===== config.mk =====
export PLATFORM = sky130hd
export DESIGN_NAME = ram_access_arbiter
export DESIGN_NICKNAME = d
export VERILOG_FILES = /design/src/rtl/ram_access_arbiter.sv
export SDC_FILE = /design/constraint.sdc
export NUM_CORES = 1
export LEC_CHECK = 0
export ABC_AREA = 0
export BUFFER_PORTS_ARGS = -buffer_cell sky130_fd_sc_hd__buf_2
export CAP_MARGIN = 25
export CORE_AREA = 3 3 133 135
export DETAILED_ROUTE_END_ITERATION = 12
export DIE_AREA = 0 0 136 138
export PLACE_DENSITY = 0.59
export SETUP_SLACK_MARGIN = 0.2
export SLEW_MARGIN = 20
export SYNTH_ARGS = -nofsm -noshare
export SYNTH_HDL_FRONTEND = slang
export SYNTH_SLANG_ARGS = --single-unit

===== constraint.sdc =====
create_clock -name clk -period 5.7 [get_ports clk]
set_clock_uncertainty 0.15 [all_clocks]
set_input_delay 0.285 -clock clk [delete_from_list [all_inputs] [get_ports clk]]
set_output_delay 0.285 -clock clk [all_outputs]
set_load 0.005 [all_outputs]

===== src/rtl/ram_access_arbiter.sv =====
// Shares one single-word DMA/RAM port among NCH requesters. Arbitration is round-robin
// or fixed priority under a runtime enable mask, and every transfer has a watchdog.
module ram_access_arbiter #(
    parameter int NCH     = 4,
    parameter int AW      = 16,
    parameter int DW      = 16,
    parameter int RR_MODE = 1,
    parameter int TIMEOUT = 255
) (
    input  logic              clk,
    input  logic              RST,
    input  logic [NCH-1:0]    ch_en,
    input  logic [NCH-1:0]    ch_req,
    input  logic [NCH-1:0]    ch_we,
    input  logic [NCH*AW-1:0] ch_addr,
    input  logic [NCH*DW-1:0] ch_wdata,
    output logic [NCH-1:0]    ch_gnt,
    output logic [NCH-1:0]    ch_done,
    output logic [DW-1:0]     ch_rdata,
    output logic              timeout_err,
    output logic              busy,
    output logic [AW-1:0]     ram_addr,
    output logic [DW-1:0]     ram_wdata,
    output logic              ram_rd,
    output logic              ram_wr,
    input  logic [DW-1:0]     ram_rdata,
    input  logic              ram_done_rd,
    input  logic              ram_done_wr
);
    localparam int IW = (NCH > 1) ? $clog2(NCH) : 1;
    localparam int CW = IW + 1;
    localparam logic [7:0] WDOG_LAST = (TIMEOUT > 0) ? 8'(TIMEOUT - 1) : 8'd0;

    typedef enum logic [1:0] {IDLE, ISSUE, WAIT} arbStateT;

    arbStateT       stateReg, stateNext;
    logic [IW-1:0]  idxReg, idxNext;
    logic [IW-1:0]  lastReg, lastNext;
    logic           weReg, weNext;
    logic [7:0]     wdogReg, wdogNext;

    logic [NCH-1:0] gntNext, doneNext;
    logic [DW-1:0]  rdataNext;
    logic [AW-1:0]  addrNext;
    logic [DW-1:0]  wdataNext;
    logic           toErrNext, busyNext, rdNext, wrNext;

    logic [NCH-1:0] elig;
    logic [IW-1:0]  winIdx;
    logic           winFound;
    logic [CW-1:0]  cand;
    logic           matchDone;
    logic           wdogHit;

    logic [AW-1:0]  addrArr  [NCH];
    logic [DW-1:0]  wdataArr [NCH];

    for (genvar gi = 0; gi < NCH; gi++) begin : g_unpack
        assign addrArr[gi]  = ch_addr[gi*AW +: AW];
        assign wdataArr[gi] = ch_wdata[gi*DW +: DW];
    end

    assign elig = ch_req & ch_en;

    // Scanning from the farthest candidate down to the nearest leaves the nearest winner last.
    always_comb begin
        winIdx   = '0;
        winFound = 1'b0;
        cand     = '0;
        if (RR_MODE != 0) begin
            for (int off = NCH; off >= 1; off--) begin
                cand = {1'b0, lastReg} + CW'(off);
                if (cand >= CW'(NCH)) begin
                    cand = cand - CW'(NCH);
                end
                if (elig[cand[IW-1:0]]) begin
                    winIdx   = cand[IW-1:0];
                    winFound = 1'b1;
                end
            end
        end else begin
            for (int i = NCH - 1; i >= 0; i--) begin
                if (elig[i]) begin
                    winIdx   = IW'(i);
                    winFound = 1'b1;
                end
            end
        end
    end

    assign matchDone = weReg ? ram_done_wr : ram_done_rd;
    assign wdogHit   = (TIMEOUT != 0) && (wdogReg == WDOG_LAST);

    always_comb begin
        stateNext = stateReg;
        idxNext   = idxReg;
        weNext    = weReg;
        lastNext  = lastReg;
        wdogNext  = wdogReg;
        gntNext   = '0;
        doneNext  = '0;
        rdataNext = ch_rdata;
        toErrNext = 1'b0;
        addrNext  = ram_addr;
        wdataNext = ram_wdata;
        rdNext    = 1'b0;
        wrNext    = 1'b0;
        case (stateReg)
            IDLE: begin
                if (winFound) begin
                    idxNext          = winIdx;
                    weNext           = ch_we[winIdx];
                    addrNext         = addrArr[winIdx];
                    wdataNext        = wdataArr[winIdx];
                    gntNext[winIdx]  = 1'b1;
                    rdNext           = ~ch_we[winIdx];
                    wrNext           = ch_we[winIdx];
                    stateNext        = ISSUE;
                end
            end
            ISSUE: begin
                wdogNext  = '0;
                stateNext = WAIT;
            end
            WAIT: begin
                if (matchDone) begin
                    doneNext[idxReg] = 1'b1;
                    if (!weReg) begin
                        rdataNext = ram_rdata;
                    end
                    lastNext  = idxReg;
                    stateNext = IDLE;
                end else if (wdogHit) begin
                    doneNext[idxReg] = 1'b1;
                    toErrNext        = 1'b1;
                    lastNext         = idxReg;
                    stateNext        = IDLE;
                end else begin
                    wdogNext = wdogReg + 8'd1;
                end
            end
            default: stateNext = IDLE;
        endcase
        busyNext = (stateNext != IDLE);
    end

    always_ff @(posedge clk or negedge RST) begin
        if (!RST) begin
            stateReg    <= IDLE;
            idxReg      <= '0;
            weReg       <= 1'b0;
            lastReg     <= IW'(NCH - 1);
            wdogReg     <= '0;
            ch_gnt      <= '0;
            ch_done     <= '0;
            ch_rdata    <= '0;
            timeout_err <= 1'b0;
            busy        <= 1'b0;
            ram_addr    <= '0;
            ram_wdata   <= '0;
            ram_rd      <= 1'b0;
            ram_wr      <= 1'b0;
        end else begin
            stateReg    <= stateNext;
            idxReg      <= idxNext;
            weReg       <= weNext;
            lastReg     <= lastNext;
            wdogReg     <= wdogNext;
            ch_gnt      <= gntNext;
            ch_done     <= doneNext;
            ch_rdata    <= rdataNext;
            timeout_err <= toErrNext;
            busy        <= busyNext;
            ram_addr    <= addrNext;
            ram_wdata   <= wdataNext;
            ram_rd      <= rdNext;
            ram_wr      <= wrNext;
        end
    end

endmodule


* Word-level counts from Yosys, hierarchy flattened
Cells that the tools add are included.
Word-level totals: bits in registers 75, latch bits 0, memory bits (writable) 0, ROM bits 0, input bits 160, logic and storage cells 109, memories 0
Cells by class: $add $sub $neg 9, $mul 0, div/mod/pow operators 0, order comparisons 13, equal/unequal tests 5, shift operators 0, muxes and demuxes 54, bitwise gates (word level) 4, reduce and logical (&&, ||, !) cells 10
Operator list (number):
- $bmux W16 S2 | 2
- $mux W16 | 4
- $mux W2 | 13
- $mux W4 | 5
- $mux W1 | 19
- $lt A2 B3 Y1 const B | 6
- $mux W8 | 2
- $pmux W8 S2 | 1
- $ge A3 B3 Y1 const B | 5
- $bmux W1 S2 | 5
- $add A8 B1 Y8 const B | 1
- $eq A8 B8 Y1 const B | 1
- $sub A2 B1 Y2 const B | 4
- $add A2 B2 Y3 const B | 2
- $pmux W2 S3 | 1
- $reduce_and A3 Y1 | 2
- $reduce_bool A2 Y1 | 3
- $and A4 B4 Y4 | 1
- $demux W1 S2 | 2
- $ge A2 B1 Y1 const B | 2
- $ne A2 B2 Y1 const B | 2
- $reduce_and A2 Y1 | 2
- $add A2 B1 Y3 const B | 1
- $add A2 B3 Y3 const B | 1
- other kinds (6) | 8

* Logic depth before layout (Yosys ltp)
Gate-level depths: netlist (run 1).
depth after elaboration 15, depth in mapped cells 8, mapped depth without buffers 7

* Worst setup path after synthesis (run 1)
No wires, ideal clock.
path kind flip-flop to flip-flop, start point register lastReg[1], end point register ram_addr[2], data arrival time 1.825 ns, path slack 3.648 ns, cell stages (with the launch flop) 9, cell sequence dfstp_2 -> buf_6 -> and3_1 -> o22ai_1 -> a211oi_2 -> buf_6 -> buf_6 -> mux2_2 -> a21oi_1
Between the ends: word-level cells in the longest chain between the ends 13, elaborated cells between the ends (all ways) 37
Ends and longest elaborated chain:
- from (decl) | RTL line 38 | logic [IW-1:0] lastReg, lastNext;
- from (signal assigned) | RTL line 152 | lastReg <= IW'(NCH - 1);
- from (signal assigned) | RTL line 167 | lastReg <= lastNext;
- $add A2 B3 Y3 | RTL line 72 | cand = {1'b0, lastReg} + CW'(off);
- $ge A3 B3 Y1 / $sub A2 B1 Y2 (equally long branches) | RTL line 73, 74
- $mux W2 | RTL line 73 | if (cand >= CW'(NCH)) begin
- $bmux W1 S2 | RTL line 76 | if (elig[cand[IW-1:0]]) begin
- $mux W1 (not written as such) | RTL line 76
- $mux W2 (4 in series) | RTL line 76
- $not A2 Y3 (not written as such) | RTL line 113 | addrNext = addrArr[winIdx];
- $bmux W16 S2 | RTL line 113
- $mux W16 (not written as such) (2 in series) | RTL line 113
- to (signal assigned) | RTL line 174 | ram_addr <= addrNext;
- to (decl) | RTL line 22 | output logic [AW-1:0] ram_addr,
Parallel ways exist; a longest one is shown, timed or not. The select of a mux whose other input is x is not followed. A chain may end at the register's enable or synchronous reset.

* Final worst setup path (run 1)
start point register lastReg[0], end point register ram_addr[11]
The elaborated chain is that of the path after synthesis.

==> metrics.md, run 1 <==
| Metric | Value |
|---|---|
| Filler instances | 1751 |
| Total CTS buffers | 9 |
| Max Cap Violations | 0 |
| Worst-Margin Slew | 0.961 ns |
| Synth area leader | dfrtp_1 |
| Final nets | 785 |
| Syn Area/Cell | 9.88 um2 |
| DP Area | 5380 um2 |
| EDFF count, synth | 0 |
| Register area share after synthesis | 0.453 |
| Slew Viols, Final | 0 |
| Drc violations | 0 |
| P&R area growth vs syn | 38.7% |
| CTS Sinks | 75 |
| Prevailing post-synth register cell | dfrtp_1 |
| Clock Pin Slew Worst Setup and Hold Paths | 0.06 ns |
| Initial DRC count | 166 |
| P_leak | 2.64 nW |
| Async SR Flop Fraction | 1.00 |
| Top Layer Used | met4 |
| Die area | 18800 um2 |
| Post-synth top area share | 0.440 |
| Critical path cell sequence | and3b_1 > o221ai_4 > buf_4 > nand3_1 > mux2_2 > a21oi_1 |
| Commonest non-fill, non-tap cell in the layout | buf_2 |
| # IOs | 220 |
| Placer Congestion | 0.762 |
| Synth Instances | 420 |
| Slew margin rel. | 0.358 |
| Clock Latency Late Sink | 0.34 ns |
| Non-filler cells, final | 848 |
| Kind of start point of the critical path | register |
| Vias in the first global route | 4177 |
| Final setup TNS | 0 ns |
| Initial DRT Pass Iterations | 4 |
| Antenna Nets Post-Route | 0 |
| CTS tree | done |
| Final period utilization | 0.477 |
| Met2 routed WL | 6770 um |
| Tmin final | 2.72 ns |
| Maximum fanout along the worst path | 37 |
| Total GRT Usage | 0.148 |
| Metal-1 WL | 5900 um |
| Power per Cell Area | 442 nW/um2 |
| Syn nets | 582 |
| Worst VDD drop | 0.000169 V |
| Total Wirelength | 14000 um |
| Synth top area cells | dfrtp_1, mux2_2, nand3_1 |
| Initial antenna violation count | 0 |
| Largest net degree at the start of global routing | 76 |
| WS Path Type | register to register |
| Layout cells sized above 1 | 0.467 |
| Final setup viols | 0 |
| FMAX | 0.368 GHz |
| Synth unique cells | 47 |
| CP max-delay cell | o221ai_4 |
| Drt via density | 4.77 |
| Cells after DPL | 830 |
| Min-Delay Path Class | input pin to register |
| Yosys reg bits | 75 |
| Clock buffer depth | 2 |
| Sequential Area | 1880 um2 |
| DP HPWL | 10100 um |
| Yosys warning total | 0 |
| H-tree levels | 3 |
| N_diodes | 0 |
| Die X | 136 um |
| R2r setup slk | 2.98 ns |
| Grt ovf | 0 |
| First-pass GRT wire length | 21700 um |
| Worst path arrival time | 2.83 ns |
| RSZ-0062 raised after global routing | false |
| Post-CTS Setup Repair Bufs | 0 |
| Post-Syn Area | 4150 um2 |
| DR WL met3 | 1120 um |
| DR WL/cell | 16.5 um |
| Hold Vio Cnt, Final | 0 |
| Critical Path RT | 5.81 ns |
| CP max stage delay | 0.68 ns |
| Via Count | 4044 |
| Initial core utilization | 0.250 |
| Multi-input gate area | 2050 um2 |
| Crit path capture type | register |
| Core area | 16600 um2 |
| Root Driver | clkbuf_16 |
| Commonest cells after routing, fill and taps aside | buf_2, dfrtp_1, nand3_1 |
| Number of buffers added on ports | 219 |
| # rows | 47 |
| Cell area after layout | 5750 um2 |
| Chip Height | 138 um |
| Status | finished, final reports clean |
-- Yosys cell counts, types with 10 or more instances --
cell type	n
mux2_2	38
nand3_1	71
mux2_1	10
nand2_1	14
nor2_1	38
a21oi_1	35
clkbuf_1	14
buf_2	11
buf_6	10
dfrtp_1	73
o21ai_0	11
a221oi_1	32
-- registers in the layout, summed over array words and instances (netlist names) --
register and cells:
busy 1, ch_done 4, ch_gnt 4, ch_rdata 16
idxReg 2, lastReg 2, ram_addr 16, ram_rd 1
ram_wdata 16, ram_wr 1, stateReg 2, timeout_err 1
wdogReg 8, weReg 1
-- kinds of logic (layout without fill, tap and decap cells) --
family | after synthesis | after routing | share of synthesized area
compound gates | 98 | 98 | 0.165
mux | 49 | 49 | 0.133
xor+xnor | 2 | 2 | 0.00422
fa+ha+maj | 2 | 2 | 0.00603
simple gates | 152 | 152 | 0.179
flops | 75 | 75 | 0.453
buf+inv | 42 | 250 | 0.0600
-- path summary, 6_finish.rpt --
| path | from | to | depth (start not counted) |
|---|---|---|---|
| max | lastReg[0]$_DFFE_PN1P_ | ram_addr[11]$_DFFE_PN0P_ | 6 |
| min | ram_rdata[13] | ch_rdata[13]$_DFFE_PN0P_ | 2 |
| max reg2reg | lastReg[0]$_DFFE_PN1P_ | ram_addr[11]$_DFFE_PN0P_ | 6 |
| min reg2reg | ch_rdata[13]$_DFFE_PN0P_ | ch_rdata[13]$_DFFE_PN0P_ | 1 |
| max in group asynchronous | RST | ram_wdata[15]$_DFFE_PN0P_ | 2 |
| min in group asynchronous | RST | wdogReg[1]$_DFFE_PN0P_ | 2 |
-- per-stage QoR --
stage	worst slack (ns)	power, mW	utilization	hold slack (ns)
after floorplan	3.65	1.48	-	-0.161
after global placement	3.03	1.88	0.324	0.314
after detailed placement	2.96	1.89	0.324	0.322
after CTS	2.96	2.58	0.346	0.00420
after global routing	2.77	2.74	0.347	0.00685
final	2.98	2.54	0.347	0.0157
-- routing by layer --
metal,global-route usage,up-vias
met5,0,-
met4,0.0440,0
met3,0.0461,15
met2,0.253,166
met1,0.176,1894
li1,-,1969
-- area by class of cell --
cell class,count,share of cell area
clock inverters,6,0.0196
repair buffers,227,0.203
inverters,7,0.00500
well taps,220,0.0478
flip-flops and latches,75,0.327
clock buffers,10,0.0415
multi-input cells,303,0.356
-- critical path, delay by kind of cell (launching register included) --
family / cells / cell delay, ns
AOI/OAI and AO/OA: 2 / 0.82
buffers and inverters: 1 / 0.48
DFF: 1 / 0.56
muxes: 1 / 0.27
and+or+nand+nor: 2 / 0.35
-- where the power goes --
group	leakage, nW	switching (mW)	internal [mW]
clock network	0.173	0.231	0.440
registers	0.905	0.130	0.758
logic	1.56	0.537	0.445
total	2.64	0.897	1.64
-- timing repair --
item	in CTS	in global routing
gates resized for setup	0	0
hold endpoints to repair	1	73
hold buffers	1	1
(Power assumes the default switching activity.)
==> run 2, diff against run 1 <==
- PLACE_DENSITY: 0.59 -> 0.61
- clock period: 5.7 -> 2.2 ns (I/O delays scaled with it)
==> run 2 against run 1 <==
Effect of this change: first-iteration DRC count increased by 81%; critical path depth increased by 2; flip-flop and latch count unchanged; maximum frequency increased by 25%; final area increased by 32%; highest routed layer unchanged.
==> metrics.md, run 2 (same netlist as run 1, synthesis figures left out) <==
| Metric | Value |
|---|---|
| Switching Power | 2.71 mW |
| H-tree levels | 3 |
| Worst path arrival time | 2.28 ns |
| Clock Pin Slew Worst Setup and Hold Paths | 0.07 ns |
| Total Wirelength | 18600 um |
| Number of buffers added on ports | 219 |
| # IOs | 220 |
| CTS Sinks | 75 |
| Final nets | 938 |
| Min-Delay Path Class | input pin to register |
| Worst-Margin Slew | 0.616 ns |
| P_int | 4.60 mW |
| Max Cap Violations | 0 |
| Final setup viols | 0 |
| DR WL/cell | 18.5 um |
| Maximum fanout along the worst path | 18 |
| Drt via density | 5.05 |
| Critical path cell sequence | buf_6 > nand4b_1 > o221ai_4 > buf_12 > clkbuf_16 > nand3_1 > mux2_2 > a21oi_1 |
| Placer Congestion | 0.853 |
| CP max-delay cell | dfstp_2 |
| Total GRT Usage | 0.189 |
| Layout cells sized above 1 | 0.448 |
| First-pass GRT wire length | 27800 um |
| Clock buffer depth | 2 |
| Clock power frac | 0.206 |
| CTS tree | done |
| P&R area growth vs syn | 83.3% |
| Root Driver | clkbuf_16 |
| # rows | 47 |
| Status | finished, final reports clean |
| Switch share | 0.371 |
| Filler instances | 1537 |
| N_diodes | 0 |
| Initial DRC count | 301 |
| Tmin final | 2.17 ns |
| Die X | 136 um |
| Commonest non-fill, non-tap cell in the layout | buf_2 |
| FMAX | 0.462 GHz |
| Total CTS buffers | 9 |
| Flop pwr share | 0.316 |
| P_leak | 3.47 nW |
| Hold Vio Cnt, Final | 0 |
| Initial core utilization | 0.250 |
| Initial DRT Pass Iterations | 5 |
| Power per Cell Area | 963 nW/um2 |
| Initial antenna violation count | 0 |
| Grt ovf | 0 |
| Clock Latency Late Sink | 0.34 ns |
| Final period utilization | 0.984 |
| Drc violations | 0 |
| DP HPWL | 10800 um |
| Worst VDD drop | 0.000360 V |
| Vias in the first global route | 5281 |
| Crit path capture type | register |
| Chip Height | 138 um |
| Kind of start point of the critical path | register |
| Tot Pwr | 7.32 mW |
| Final setup TNS | 0 ns |
| Die area | 18800 um2 |
| Comb power frac | 0.478 |
| Top flop regs | ch_rdata (16), ram_addr (16), ram_wdata (16) |
| CP max stage delay | 0.58 ns |
| Core area | 16600 um2 |
| WS Path Type | register to register |
| Slew Viols, Final | 0 |
| Largest net degree at the start of global routing | 38 |
| Slew margin rel. | 0.589 |
| Antenna Nets Post-Route | 0 |
| Critical Path RT | 2.31 ns |
| Via Count | 5052 |
| RSZ-0062 raised after global routing | true |
| Commonest cells after routing, fill and taps aside | buf_2, dlygate4sd3_1, dfrtp_1 |
==> run 2: power groups by stage <==
stage	sequential [mW]	clock, mW	combinational (mW)
after floorplan	2.32	0	1.52
after global placement	2.29	0	2.72
after detailed placement	2.30	0	2.74
after CTS	2.29	1.56	3.13
after global routing	2.37	1.63	3.76
final	2.31	1.51	3.49
==> run 2: stage by stage <==
step            util  hold slack (ns)  instances  cell area, um2  setup WS [ns]
2_1_floorplan      -           -0.336        420            4150          0.183
4_1_cts        0.441          0.00119        996            7320         0.0799
6_report       0.458         0.000893       1001            7600         0.0342
5_1_grt        0.458          0.00607       1001            7600        -0.0154
3_3_place_gp   0.334          -0.0697        841            5540        -0.0311
3_5_place_dp   0.334          -0.0577        841            5540        -0.0316
==> run 2: worst max-delay path, delay by kind of cell, from the launching register on <==
family / cells / cell delay [ns]
DFF: 1 / 0.58
and+or+nand+nor: 2 / 0.30
AOI/OAI and AO/OA: 2 / 0.29
muxes: 1 / 0.29
buffers and inverters: 3 / 0.47
==> run 2: cell type report <==
| cell class | instances | area [um2] | area share |
|---|---|---|---|
| Clock buffer | 11 | 243 | 0.0319 |
| Clock inverter | 5 | 53.8 | 0.00708 |
| Inverter | 7 | 28.8 | 0.00379 |
| Multi-Input combinational cell | 304 | 2280 | 0.300 |
| Sequential cell | 75 | 1880 | 0.247 |
| Tap cell | 220 | 275 | 0.0362 |
| Timing Repair Buffer | 379 | 2840 | 0.374 |
==> run 2: path summary, 6_finish.rpt <==
kind                            slack (ns)                        to                    start  cells past startpoint
worst min-delay path                0.0009  ram_wdata[1]$_DFFE_PN0P_             ch_wdata[49]                      4
worst min register to register        0.33   ch_rdata[8]$_DFFE_PN0P_  ch_rdata[8]$_DFFE_PN0P_                      1
min in group asynchronous             0.11       ch_gnt[0]$_DFF_PN0_                      RST                      2
max in group asynchronous             1.19  ch_rdata[13]$_DFFE_PN0P_                      RST                      3
worst max register to register        0.03  ram_wdata[2]$_DFFE_PN0P_   lastReg[1]$_DFFE_PN1P_                      8
worst max-delay path                  0.03  ram_wdata[2]$_DFFE_PN0P_   lastReg[1]$_DFFE_PN1P_                      8
==> run 2: what timing repair did <==
item	in CTS	in global routing
buffers inserted	4	2
resized for setup	13	49
pin swaps	1	2
gates cloned	3	3
endpoints found under the hold margin	104	0
setup endpoints to repair	34	38
hold buffers	132	0
==> run 2: per-layer routing <==
| metal | global-route usage | routed length [um] | part of all wire |
|---|---|---|---|
| met4 | 0.106 | 793 | 0.043 |
| met3 | 0.0458 | 1480 | 0.080 |
| met5 | 0 | 0 | 0 |
| met1 | 0.221 | 7080 | 0.38 |
| met2 | 0.315 | 9210 | 0.50 |
